### config.mk
export PLATFORM = sky130hd
export DESIGN_NAME = bullet_scheduler
export DESIGN_NICKNAME = d
export VERILOG_FILES = /design/src/rtl/bullet_scheduler.sv
export SDC_FILE = /design/constraint.sdc
export NUM_CORES = 1
export LEC_CHECK = 0
export CORE_MARGIN = 5
export CORE_UTILIZATION = 34
export CTS_BUF_LIST = sky130_fd_sc_hd__clkbuf_8
export DETAILED_ROUTE_END_ITERATION = 10
export GPL_TIMING_DRIVEN = 0
export PLACE_DENSITY = 0.62
export RECOVER_POWER = 50
export SKIP_CTS_REPAIR_TIMING = 1
export SLEW_MARGIN = 0
export SYNTH_ARGS = -nofsm -noshare
export SYNTH_HDL_FRONTEND = slang
export SYNTH_SLANG_ARGS = --single-unit
### constraint.sdc
create_clock -name clk -period 2.2 [get_ports clk]
set_input_delay 0.44 -clock clk [delete_from_list [all_inputs] [get_ports clk]]
set_output_delay 0.44 -clock clk [all_outputs]
set_load 0.01 [all_outputs]
### src/rtl/bullet_scheduler.sv
// bullet_scheduler: frame-tick generator, fire arbiter and erase/redraw sweep
// sequencer for a pool of NUM_SLOTS bullet FSMs sharing one drawing datapath.
//
// Optional feature macro: BULLET_SCHED_AUTOFIRE_EN
//   defined   : holding spacePressed re-arms a fire each time cooldown reaches 0
//   undefined : only rising edges of spacePressed request a fire
//
// Ports:
//   clk            system clock
//   resetn         asynchronous active-low reset
//   spacePressed   key level from keyboard decoder
//   slotIdle       per-slot "bullet in reset state" flags
//   drawDone       one-cycle pulse: drawer finished the current slot
//   fire           one-hot launch pulse to the lowest free slot
//   updatePosition one-hot advance pulse to the slot owning the drawer
//   activeSlot     index of the slot currently owning the drawer
//   sweepBusy      high while a sweep is in progress
//   fireDropped    pulse: a press was discarded (cooldown or no free slot)
//   tickOverrun    pulse: a tick arrived while one was still pending
module bullet_scheduler #(
  parameter int unsigned NUM_SLOTS      = 4,
  parameter int unsigned TICK_DIV       = 833333,
  parameter int unsigned COOLDOWN_TICKS = 8,
  parameter int unsigned WAIT_TIMEOUT   = 1023
) (
  input  logic                         clk,
  input  logic                         resetn,
  input  logic                         spacePressed,
  input  logic [NUM_SLOTS-1:0]         slotIdle,
  input  logic                         drawDone,
  output logic [NUM_SLOTS-1:0]         fire,
  output logic [NUM_SLOTS-1:0]         updatePosition,
  output logic [$clog2(NUM_SLOTS)-1:0] activeSlot,
  output logic                         sweepBusy,
  output logic                         fireDropped,
  output logic                         tickOverrun
);

  localparam int unsigned IDX_W = $clog2(NUM_SLOTS);
  localparam int unsigned CNT_W = (TICK_DIV > 1) ? $clog2(TICK_DIV) : 1;
  localparam int unsigned CD_W  = $clog2(COOLDOWN_TICKS + 2);
  localparam int unsigned WT_W  = $clog2(WAIT_TIMEOUT + 2);

  localparam logic [IDX_W-1:0] IDX_LAST  = IDX_W'(NUM_SLOTS - 1);
  localparam logic [CNT_W-1:0] TICK_LAST = CNT_W'(TICK_DIV - 1);
  localparam logic [CD_W-1:0]  CD_LOAD   = CD_W'(COOLDOWN_TICKS);
  localparam logic [WT_W-1:0]  WT_LAST   = WT_W'(WAIT_TIMEOUT);

  typedef enum logic [1:0] {
    S_IDLE,
    S_FIRE,
    S_SWEEP_ISSUE,
    S_SWEEP_WAIT
  } state_t;

  state_t           state, state_n;
  logic [CNT_W-1:0] tick_cnt;
  logic [CD_W-1:0]  cooldown;
  logic [WT_W-1:0]  wait_cnt, wait_n;
  logic [IDX_W-1:0] idx, idx_n;
  logic             tick_pending, fire_pending, space_q;

  logic             tick, press_edge, press_accept, press_drop, auto_set;
  logic             take_tick, clr_fire, load_cd, drop_fsm;
  logic             free_found;
  logic [IDX_W-1:0] free_idx;
  logic [NUM_SLOTS-1:0] fire_n, upd_n;
  logic [IDX_W-1:0] active_n;
  logic             sweep_n;

  // Tick and press qualification; a press while one is pending is ignored outright.
  assign tick         = (tick_cnt == TICK_LAST);
  assign press_edge   = spacePressed & ~space_q;
  assign press_accept = press_edge & ~fire_pending & (cooldown == '0);
  assign press_drop   = press_edge & ~fire_pending & (cooldown != '0);

`ifdef BULLET_SCHED_AUTOFIRE_EN
  // Held key re-arms exactly when the cooldown expires on this tick.
  assign auto_set = tick & (cooldown == CD_W'(1)) & spacePressed & ~fire_pending;
`else
  assign auto_set = 1'b0;
`endif

  // Lowest idle slot for launching.
  always_comb begin
    free_found = 1'b0;
    free_idx   = '0;
    for (int i = 0; i < NUM_SLOTS; i++) begin
      if (slotIdle[i] && !free_found) begin
        free_found = 1'b1;
        free_idx   = IDX_W'(i);
      end
    end
  end

  // FSM state register.
  always_ff @(posedge clk or negedge resetn) begin
    if (!resetn) state <= S_IDLE;
    else         state <= state_n;
  end

  // Next-state and next-output logic.
  always_comb begin
    state_n   = state;
    idx_n     = idx;
    wait_n    = wait_cnt;
    fire_n    = '0;
    upd_n     = '0;
    active_n  = activeSlot;
    take_tick = 1'b0;
    clr_fire  = 1'b0;
    load_cd   = 1'b0;
    drop_fsm  = 1'b0;
    case (state)
      S_IDLE: begin
        if (fire_pending) begin
          state_n = S_FIRE;
        end else if (tick_pending) begin
          take_tick = 1'b1;
          idx_n     = '0;
          state_n   = S_SWEEP_ISSUE;
        end
      end
      S_FIRE: begin
        clr_fire = 1'b1;
        state_n  = S_IDLE;
        if (free_found) begin
          fire_n  = NUM_SLOTS'(1) << free_idx;
          load_cd = 1'b1;
        end else begin
          drop_fsm = 1'b1;
        end
      end
      S_SWEEP_ISSUE: begin
        active_n = idx;
        if (!slotIdle[idx]) begin
          upd_n   = NUM_SLOTS'(1) << idx;
          wait_n  = '0;
          state_n = S_SWEEP_WAIT;
        end else if (idx == IDX_LAST) begin
          state_n = S_IDLE;
        end else begin
          idx_n = idx + IDX_W'(1);
        end
      end
      S_SWEEP_WAIT: begin
        if (drawDone || (wait_cnt == WT_LAST)) begin
          if (idx == IDX_LAST) begin
            state_n = S_IDLE;
          end else begin
            idx_n   = idx + IDX_W'(1);
            state_n = S_SWEEP_ISSUE;
          end
        end else begin
          wait_n = wait_cnt + WT_W'(1);
        end
      end
      default: state_n = S_IDLE;
    endcase
    sweep_n = (state_n == S_SWEEP_ISSUE) || (state_n == S_SWEEP_WAIT);
  end

  // Tick counter, pending flags, cooldown and sweep bookkeeping.
  always_ff @(posedge clk or negedge resetn) begin
    if (!resetn) begin
      tick_cnt     <= '0;
      tick_pending <= 1'b0;
      fire_pending <= 1'b0;
      cooldown     <= '0;
      space_q      <= 1'b0;
      idx          <= '0;
      wait_cnt     <= '0;
    end else begin
      tick_cnt     <= tick ? '0 : tick_cnt + CNT_W'(1);
      tick_pending <= tick | (tick_pending & ~take_tick);
      fire_pending <= (fire_pending & ~clr_fire) | press_accept | auto_set;
      space_q      <= spacePressed;
      idx          <= idx_n;
      wait_cnt     <= wait_n;
      if (load_cd)                      cooldown <= CD_LOAD;
      else if (tick && cooldown != '0)  cooldown <= cooldown - CD_W'(1);
    end
  end

  // Registered outputs.
  always_ff @(posedge clk or negedge resetn) begin
    if (!resetn) begin
      fire           <= '0;
      updatePosition <= '0;
      activeSlot     <= '0;
      sweepBusy      <= 1'b0;
      fireDropped    <= 1'b0;
      tickOverrun    <= 1'b0;
    end else begin
      fire           <= fire_n;
      updatePosition <= upd_n;
      activeSlot     <= active_n;
      sweepBusy      <= sweep_n;
      fireDropped    <= press_drop | drop_fsm;
      tickOverrun    <= tick & tick_pending;
    end
  end

endmodule

==> impl_metrics.xml, run 1 <==
<?xml version="1.0" encoding="UTF-8"?>
<metrics>
  <group name="run_status">
    <metric name="run_status" unit="">completed</metric>
  </group>
  <group name="routing">
    <metric name="dr.first_iter.drc_count" unit="">78</metric>
    <metric name="routed_wire_length_per_instance" unit="um">13.88</metric>
    <metric name="routed_wirelength" unit="um">5427</metric>
    <metric name="drt.antenna.violating_nets" unit="">0</metric>
    <metric name="remaining_drc_errors" unit="">0</metric>
    <metric name="via_count" unit="">2003</metric>
    <metric name="avgViaCountPerCell" unit="">5.123</metric>
    <metric name="dr.pass1.iters" unit="">4</metric>
  </group>
  <group name="cells_and_area">
    <metric name="finalNetCount" unit="">305</metric>
    <metric name="areaGrowthSynthToFinish" unit="%">18.32</metric>
    <metric name="layout_common_cells" unit="">sky130_fd_sc_hd__dfrtp_1, sky130_fd_sc_hd__nor2_1, sky130_fd_sc_hd__nand3_1</metric>
    <metric name="non_filler_cell_area_final" unit="sq um">3103</metric>
    <metric name="n_antenna_cell" unit="">0</metric>
    <metric name="layout-drive-gt1-share" unit="%">9.689</metric>
    <metric name="final_common_cell" unit="">sky130_fd_sc_hd__dfrtp_1</metric>
  </group>
  <group name="die">
    <metric name="initial_core_util" unit="%">34.47</metric>
    <metric name="rows" unit="">32</metric>
    <metric name="die_area" unit="sq um">9570</metric>
    <metric name="core_area" unit="sq um">7607</metric>
    <metric name="num_io_pins" unit="">21</metric>
    <metric name="die_h" unit="um">97.83</metric>
    <metric name="die_x" unit="um">97.83</metric>
  </group>
  <group name="setup_path">
    <metric name="timing.critical_path.arrival" unit="ns">2.36</metric>
    <metric name="critPathLaunchType" unit="">input port</metric>
    <metric name="timing.reg2reg.setup_slack" unit="ns">0.07</metric>
    <metric name="endpoint_kind" unit="">flop</metric>
    <metric name="cp.required" unit="ns">2.40</metric>
    <metric name="crit_type" unit="">in -&gt; reg</metric>
    <metric name="maximum_fanout_along_the_worst_path" unit="">6</metric>
  </group>
  <group name="placement">
    <metric name="place.port_buffers" unit="">20</metric>
    <metric name="finalWeightedCongestion" unit="">0.7930</metric>
    <metric name="post-dp-hpwl" unit="um">3743</metric>
    <metric name="dpl-instance-area" unit="sq um">2965</metric>
    <metric name="pre_cts_slack" unit="ns">-0.3345</metric>
  </group>
  <group name="synth">
    <metric name="synth_area" unit="sq um">2623</metric>
    <metric name="synth_area_per_cell" unit="sq um">10.20</metric>
    <metric name="post_synth_num_cell_types" unit="">44</metric>
    <metric name="yosys_warnings" unit="">0</metric>
    <metric name="syn_nets" unit="">273</metric>
    <metric name="seq_cells_post_synth" unit="">54</metric>
    <metric name="synthesis.instances" unit="">257</metric>
    <metric name="synth-seq-area-share" unit="%">51.53</metric>
  </group>
  <group name="global_route">
    <metric name="first_global_vias" unit="">1917</metric>
    <metric name="grt_start_max_net_pins" unit="">38</metric>
    <metric name="global_route_wire_length_before_repair" unit="um">9239</metric>
    <metric name="grt_usage" unit="%">11.46</metric>
    <metric name="antenna_found_initial" unit="">0</metric>
    <metric name="grt-ovfl-total" unit="">0</metric>
  </group>
  <group name="clocking">
    <metric name="htreeDepth" unit="">2</metric>
    <metric name="clk_path_buf_depth" unit="">2</metric>
    <metric name="cts_num_sinks" unit="">54</metric>
    <metric name="number_of_cts_inserted_buffers" unit="">5</metric>
    <metric name="root_buffer_cell" unit="">sky130_fd_sc_hd__clkbuf_8</metric>
    <metric name="clkSlewWorstSetupHoldPaths" unit="ns">0.11</metric>
    <metric name="clk-insertion-delay-late" unit="ns">0.31</metric>
    <metric name="cts_tree" unit="">built</metric>
  </group>
  <group name="pwr">
    <metric name="vdd_drop_max" unit="mV">0.3228</metric>
    <metric name="power_leakage" unit="nW">1.358</metric>
    <metric name="power.density" unit="nW/um^2">808.2</metric>
  </group>
  <group name="timing">
    <metric name="max_slew.worst_pin.slew" unit="ns">0.9490</metric>
    <metric name="fin_hold_viols" unit="">0</metric>
    <metric name="setup_ws" unit="ns">0.04740</metric>
    <metric name="slew_headroom" unit="%">36.73</metric>
    <metric name="layout_min_cycle_time" unit="ns">2.153</metric>
    <metric name="min_period_over_period" unit="%">97.85</metric>
    <metric name="hold_slack" unit="ns">0.2397</metric>
    <metric name="finClkSkew" unit="ns">0.01452</metric>
    <metric name="max_freq" unit="MHz">464.6</metric>
    <metric name="final-setup-viol-count" unit="">0</metric>
    <metric name="maxSlewViolCount" unit="">0</metric>
  </group>
  <group name="min_path">
    <metric name="hold_path.class" unit="">in -&gt; async</metric>
  </group>
  <group name="run">
    <metric name="maxCapViolations" unit="">0</metric>
  </group>
</metrics>
[power by group]
group | internal [mW] | switching [mW] | total [mW]
Sequential | 1.11 | 0.110 | 1.22
Combinational | 0.328 | 0.401 | 0.729
Clock | 0.221 | 0.335 | 0.556
Total | 1.66 | 0.845 | 2.51
[critical path: stages]
cell                              delay (ns)
sky130_fd_sc_hd__clkdlybuf4s50_1        0.50
sky130_fd_sc_hd__mux4_2                 0.54
sky130_fd_sc_hd__or2_2                  0.29
sky130_fd_sc_hd__clkbuf_2               0.16
sky130_fd_sc_hd__and2_4                 0.17
sky130_fd_sc_hd__a32o_1                 0.25
[synth_stat cells, drive strengths merged]
| cell type | n | area share [%] |
|---|---|---|
| a21o | 2 | 0.57 |
| a21oi | 7 | 1.3 |
| a31oi | 2 | 0.48 |
| a32o | 2 | 0.76 |
| a41oi | 1 | 0.33 |
| and2 | 7 | 1.7 |
| and3 | 2 | 0.48 |
| and3b | 1 | 0.33 |
| and4 | 2 | 0.67 |
| buf | 2 | 0.62 |
| clkbuf | 5 | 0.72 |
| dfrtp | 54 | 52 |
| ha | 8 | 3.8 |
| inv | 13 | 1.9 |
| mux2i | 2 | 0.76 |
| mux4 | 1 | 0.86 |
| nand2 | 14 | 2.0 |
| nand2b | 4 | 0.95 |
| nand3 | 19 | 3.6 |
| nand3b | 1 | 0.29 |
| nand4 | 6 | 1.4 |
| nand4b | 1 | 0.33 |
| nor2 | 21 | 3.0 |
| nor2b | 3 | 0.72 |
| nor3 | 11 | 2.1 |
| nor3b | 2 | 0.57 |
| nor4 | 6 | 1.4 |
| nor4b | 1 | 0.33 |
| nor4bb | 1 | 0.38 |
| o2111ai | 1 | 0.33 |
| o211ai | 2 | 0.57 |
| o21ai | 9 | 1.7 |
| o22ai | 2 | 0.48 |
| o311ai | 2 | 0.67 |
| o31ai | 4 | 1.1 |
| o41ai | 3 | 1.0 |
| or2 | 3 | 0.72 |
| or3 | 5 | 1.2 |
| or3b | 2 | 0.67 |
| or4 | 6 | 1.9 |
| xnor2 | 11 | 3.7 |
| xor2 | 6 | 2.0 |
[cell type report]
| type | instances | area [sq um] |
|---|---|---|
| fillers | 753 | 4504 |
| flip-flops and latches | 54 | 1351 |
| multi-input cells | 183 | 1224 |
| clock buffers | 5 | 68.82 |
| clock inverters | 2 | 13.76 |
| well taps | 102 | 127.6 |
| repair buffers | 25 | 231.5 |
| plain buffers | 7 | 37.54 |
| inverters | 13 | 48.80 |
[layer usage]
metal	global-route usage (%)	wire, um	vias to the layer above
met2	17.85	2517	38
met1	15.95	2662	972
met5	0	0	-
met3	2.786	208	6
met4	3.195	39	0
li1	-	-	987
[worst paths after layout]
path | startpoint | end | depth (start not counted)
setup reg to reg | tick_cnt[6] | cooldown[1] | 5
hold reg to reg | tick_cnt[19] | tick_cnt[19] | 1
min in group clk | slotIdle[0] | fire[3] | 2
hold / removal | resetn | updatePosition[1] | 1
setup / recovery | slotIdle[1] | idx[1] | 6
max in group asynchronous | resetn | tick_cnt[0] | 2
[state kept, by name, summed over array words and instances (netlist names)]
name	count
tick_cnt	20
wait_cnt	11
cooldown	4
fire	4
updatePosition	4
activeSlot	2
idx	2
state	2
fireDropped	1
fire_pending	1
space_q	1
tickOverrun	1
tick_pending	1
[through the flow]
step	std cells	util, %	TNS [ns]	power [mW]
6_report	391	40.79	0	2.508
5_1_grt	391	40.79	-0.01245	2.685
4_1_cts	387	40.07	-2.484	2.512
3_5_place_dp	380	38.98	-2.226	1.958
3_3_place_gp	379	38.78	-55.44	1.938
2_1_floorplan	257	-	0	1.667
[cells by family (layout without fill, tap and decap cells)]
kind of cell	after synthesis	in the layout	share of synthesized area [%]
AOI/OAI and AO/OA	37	37	9.399
muxes	3	3	1.622
buffers and inverters	20	52	3.197
adders and majority gates	8	8	3.817
and+or+nand+nor	118	118	24.76
DFF	54	54	51.53
xor gates and xnor gates	17	17	5.677
Note: power is estimated with default switching activity, not from simulation.
==> run 2: changes to the inputs <==
--- a/config.mk
+++ b/config.mk
@@ -9,8 +9,9 @@
 export CORE_UTILIZATION = 34
 export CTS_BUF_LIST = sky130_fd_sc_hd__clkbuf_8
 export DETAILED_ROUTE_END_ITERATION = 10
+export DONT_BUFFER_PORTS = 1
 export GPL_TIMING_DRIVEN = 0
-export PLACE_DENSITY = 0.62
+export PLACE_DENSITY = 0.59
 export RECOVER_POWER = 50
 export SKIP_CTS_REPAIR_TIMING = 1
 export SLEW_MARGIN = 0
==> run 2 against run 1 <==
  * Total power is 2.1% lower
  * Worst setup slack better by 0.022 ns
  * Sequential share of layout area is 2.3 points higher
  * Maximum frequency is 1.0% higher
  * Clock power is 10% higher
  * Combinational power is 19% lower
  * Final cell count is 4.1% lower
  * Cell area is 5.1% lower
  * Register-to-register slack hardly changed
  * Hold slack worse by 0.084 ns
==> impl_metrics.xml, run 2 (synthesis results as in run 1) <==
<?xml version="1.0" encoding="UTF-8"?>
<metrics>
  <group name="clocking">
    <metric name="root_buffer_cell" unit="">sky130_fd_sc_hd__clkbuf_8</metric>
    <metric name="clk_path_buf_depth" unit="">2</metric>
    <metric name="number_of_cts_inserted_buffers" unit="">5</metric>
    <metric name="clk-insertion-delay-late" unit="ns">0.31</metric>
    <metric name="cts_num_sinks" unit="">54</metric>
    <metric name="htreeDepth" unit="">2</metric>
    <metric name="clkSlewWorstSetupHoldPaths" unit="ns">0.10</metric>
    <metric name="cts_tree" unit="">built</metric>
  </group>
  <group name="cells_and_area">
    <metric name="layout-drive-gt1-share" unit="%">10.26</metric>
    <metric name="n_antenna_cell" unit="">0</metric>
    <metric name="largest_reg_flops" unit="">20</metric>
    <metric name="layout_common_cells" unit="">sky130_fd_sc_hd__dfrtp_1, sky130_fd_sc_hd__nor2_1, sky130_fd_sc_hd__nand3_1</metric>
    <metric name="top_registers" unit="">tick_cnt (20), wait_cnt (11)</metric>
    <metric name="utilization" unit="%">38.72</metric>
    <metric name="finalNetCount" unit="">288</metric>
    <metric name="finalNonFillerCells" unit="">375</metric>
    <metric name="non_filler_cell_area_final" unit="sq um">2945</metric>
    <metric name="final_common_cell" unit="">sky130_fd_sc_hd__dfrtp_1</metric>
    <metric name="registers.top_by_ff_count" unit="">tick_cnt</metric>
    <metric name="nFillCells" unit="">771</metric>
    <metric name="areaGrowthSynthToFinish" unit="%">12.31</metric>
  </group>
  <group name="global_route">
    <metric name="grt-ovfl-total" unit="">0</metric>
    <metric name="grt_usage" unit="%">12.02</metric>
    <metric name="antenna_found_initial" unit="">0</metric>
    <metric name="first_global_vias" unit="">1970</metric>
    <metric name="grt_start_max_net_pins" unit="">55</metric>
    <metric name="global_route_wire_length_before_repair" unit="um">9653</metric>
  </group>
  <group name="routing">
    <metric name="remaining_drc_errors" unit="">0</metric>
    <metric name="dr.pass1.iters" unit="">4</metric>
    <metric name="via_count" unit="">1937</metric>
    <metric name="routed_wirelength" unit="um">5371</metric>
    <metric name="dr.first_iter.drc_count" unit="">50</metric>
    <metric name="routed_wire_length_per_instance" unit="um">14.32</metric>
    <metric name="avgViaCountPerCell" unit="">5.165</metric>
    <metric name="drt.antenna.violating_nets" unit="">0</metric>
  </group>
  <group name="die">
    <metric name="num_io_pins" unit="">21</metric>
    <metric name="initial_core_util" unit="%">34.47</metric>
    <metric name="die_x" unit="um">97.83</metric>
    <metric name="core_area" unit="sq um">7607</metric>
    <metric name="rows" unit="">32</metric>
    <metric name="die_h" unit="um">97.83</metric>
    <metric name="die_area" unit="sq um">9570</metric>
  </group>
  <group name="min_path">
    <metric name="hold-path-endpoint" unit="">space_q</metric>
    <metric name="hold_path.class" unit="">in -&gt; reg</metric>
    <metric name="min_path_cells" unit="">0</metric>
    <metric name="min_from" unit="">spacePressed</metric>
  </group>
  <group name="timing">
    <metric name="max_freq" unit="MHz">469.4</metric>
    <metric name="fin_hold_viols" unit="">0</metric>
    <metric name="hold_slack" unit="ns">0.1553</metric>
    <metric name="finClkSkew" unit="ns">0.01210</metric>
    <metric name="min_period_over_period" unit="%">96.83</metric>
    <metric name="setup_ws" unit="ns">0.06968</metric>
    <metric name="layout_min_cycle_time" unit="ns">2.130</metric>
    <metric name="slew_headroom" unit="%">10.88</metric>
    <metric name="maxSlewViolCount" unit="">0</metric>
    <metric name="rsz0062_at_grt" unit="">yes</metric>
    <metric name="max_slew.worst_pin.slew" unit="ns">1.337</metric>
    <metric name="timing.setup.tns" unit="ns">0</metric>
    <metric name="final-setup-viol-count" unit="">0</metric>
  </group>
  <group name="setup_path">
    <metric name="cp.required" unit="ns">2.43</metric>
    <metric name="r2r_cells" unit="">5</metric>
    <metric name="timing.critical_path.arrival" unit="ns">2.36</metric>
    <metric name="timing.reg2reg.setup_slack" unit="ns">0.07</metric>
    <metric name="endpoint_kind" unit="">flop</metric>
    <metric name="rr_startpoint" unit="">tick_cnt[6]</metric>
    <metric name="critPathLaunchType" unit="">flop</metric>
    <metric name="crit-reg2reg-capture" unit="">cooldown[0]</metric>
    <metric name="maximum_fanout_along_the_worst_path" unit="">10</metric>
    <metric name="crit_type" unit="">reg -&gt; reg</metric>
  </group>
  <group name="pwr">
    <metric name="vdd_drop_max" unit="mV">0.3840</metric>
    <metric name="power_leakage" unit="nW">1.294</metric>
    <metric name="design_power_total" unit="mW">2.455</metric>
    <metric name="power.density" unit="nW/um^2">833.5</metric>
  </group>
  <group name="placement">
    <metric name="finalWeightedCongestion" unit="">0.7646</metric>
    <metric name="place.port_buffers" unit="">0</metric>
    <metric name="post-dp-hpwl" unit="um">3686</metric>
    <metric name="dpl-instance-area" unit="sq um">2750</metric>
    <metric name="pre_cts_slack" unit="ns">-0.3794</metric>
    <metric name="placed_cells" unit="">359</metric>
  </group>
  <group name="run">
    <metric name="maxCapViolations" unit="">0</metric>
  </group>
  <group name="run_status">
    <metric name="run_status" unit="">completed</metric>
  </group>
</metrics>
[run 2: cell types whose count changed in the layout (fill, tap and decap cells not counted)]
| cell | previous run | this run |
|---|---|---|
| sky130_fd_sc_hd__and2_4 | 1 | 0 |
| sky130_fd_sc_hd__buf_4 | 4 | 6 |
| sky130_fd_sc_hd__dlymetal6s2s_1 | 1 | 0 |
| sky130_fd_sc_hd__clkinv_4 | 0 | 1 |
| sky130_fd_sc_hd__inv_6 | 1 | 0 |
| sky130_fd_sc_hd__clkdlybuf4s50_1 | 17 | 0 |
| sky130_fd_sc_hd__or3_4 | 1 | 0 |
| sky130_fd_sc_hd__or3_1 | 4 | 5 |
| sky130_fd_sc_hd__clkbuf_8 | 5 | 7 |
| sky130_fd_sc_hd__clkinv_2 | 1 | 0 |
| sky130_fd_sc_hd__and2_1 | 6 | 7 |
| sky130_fd_sc_hd__clkbuf_2 | 3 | 2 |
[run 2: where the power goes]
group / internal [mW] / switching [mW]
clock: 0.289 / 0.323
sequential: 1.11 / 0.141
combinational: 0.238 / 0.351
total: 1.64 / 0.814
[run 2: worst max-delay path by stage]
stage                         to  slack, ns          from  depth (start not counted)
detailed placement        idx[1]      -0.38   wait_cnt[0]                          6
floorplan            cooldown[2]       0.15  tick_cnt[17]                          5
global placement          idx[1]      -0.33   wait_cnt[0]                          6
finish               cooldown[0]       0.07   tick_cnt[6]                          5
CTS                       idx[1]      -0.42   wait_cnt[0]                          6
global route        tick_cnt[13]      -0.03   tick_cnt[2]                          5
[run 2: area by class of cell]
cell class | count | area (sq um) | share of cell area [%]
clock inverters | 1 | 8.758 | 0.2974
multi-input cells | 183 | 1216 | 41.29
inverters | 13 | 48.80 | 1.657
clock buffers | 7 | 96.34 | 3.271
well taps | 102 | 127.6 | 4.333
repair buffers | 8 | 60.06 | 2.039
flip-flops and latches | 54 | 1351 | 45.88
plain buffers | 7 | 36.28 | 1.232
[run 2: routing by layer]
metal	part of all wire, %	global-route usage [%]
met1	48	15.32
met2	47	20.21
met3	3.9	3.000
met4	1.2	3.514
met5	0	0
[run 2: critical path: stages (launching register included)]
cell and delay, ns:
sky130_fd_sc_hd__dfrtp_1 0.40, sky130_fd_sc_hd__or4_4 0.56, sky130_fd_sc_hd__or3_1 0.33, sky130_fd_sc_hd__buf_6 0.15
sky130_fd_sc_hd__or4_1 0.47, sky130_fd_sc_hd__a21oi_1 0.16
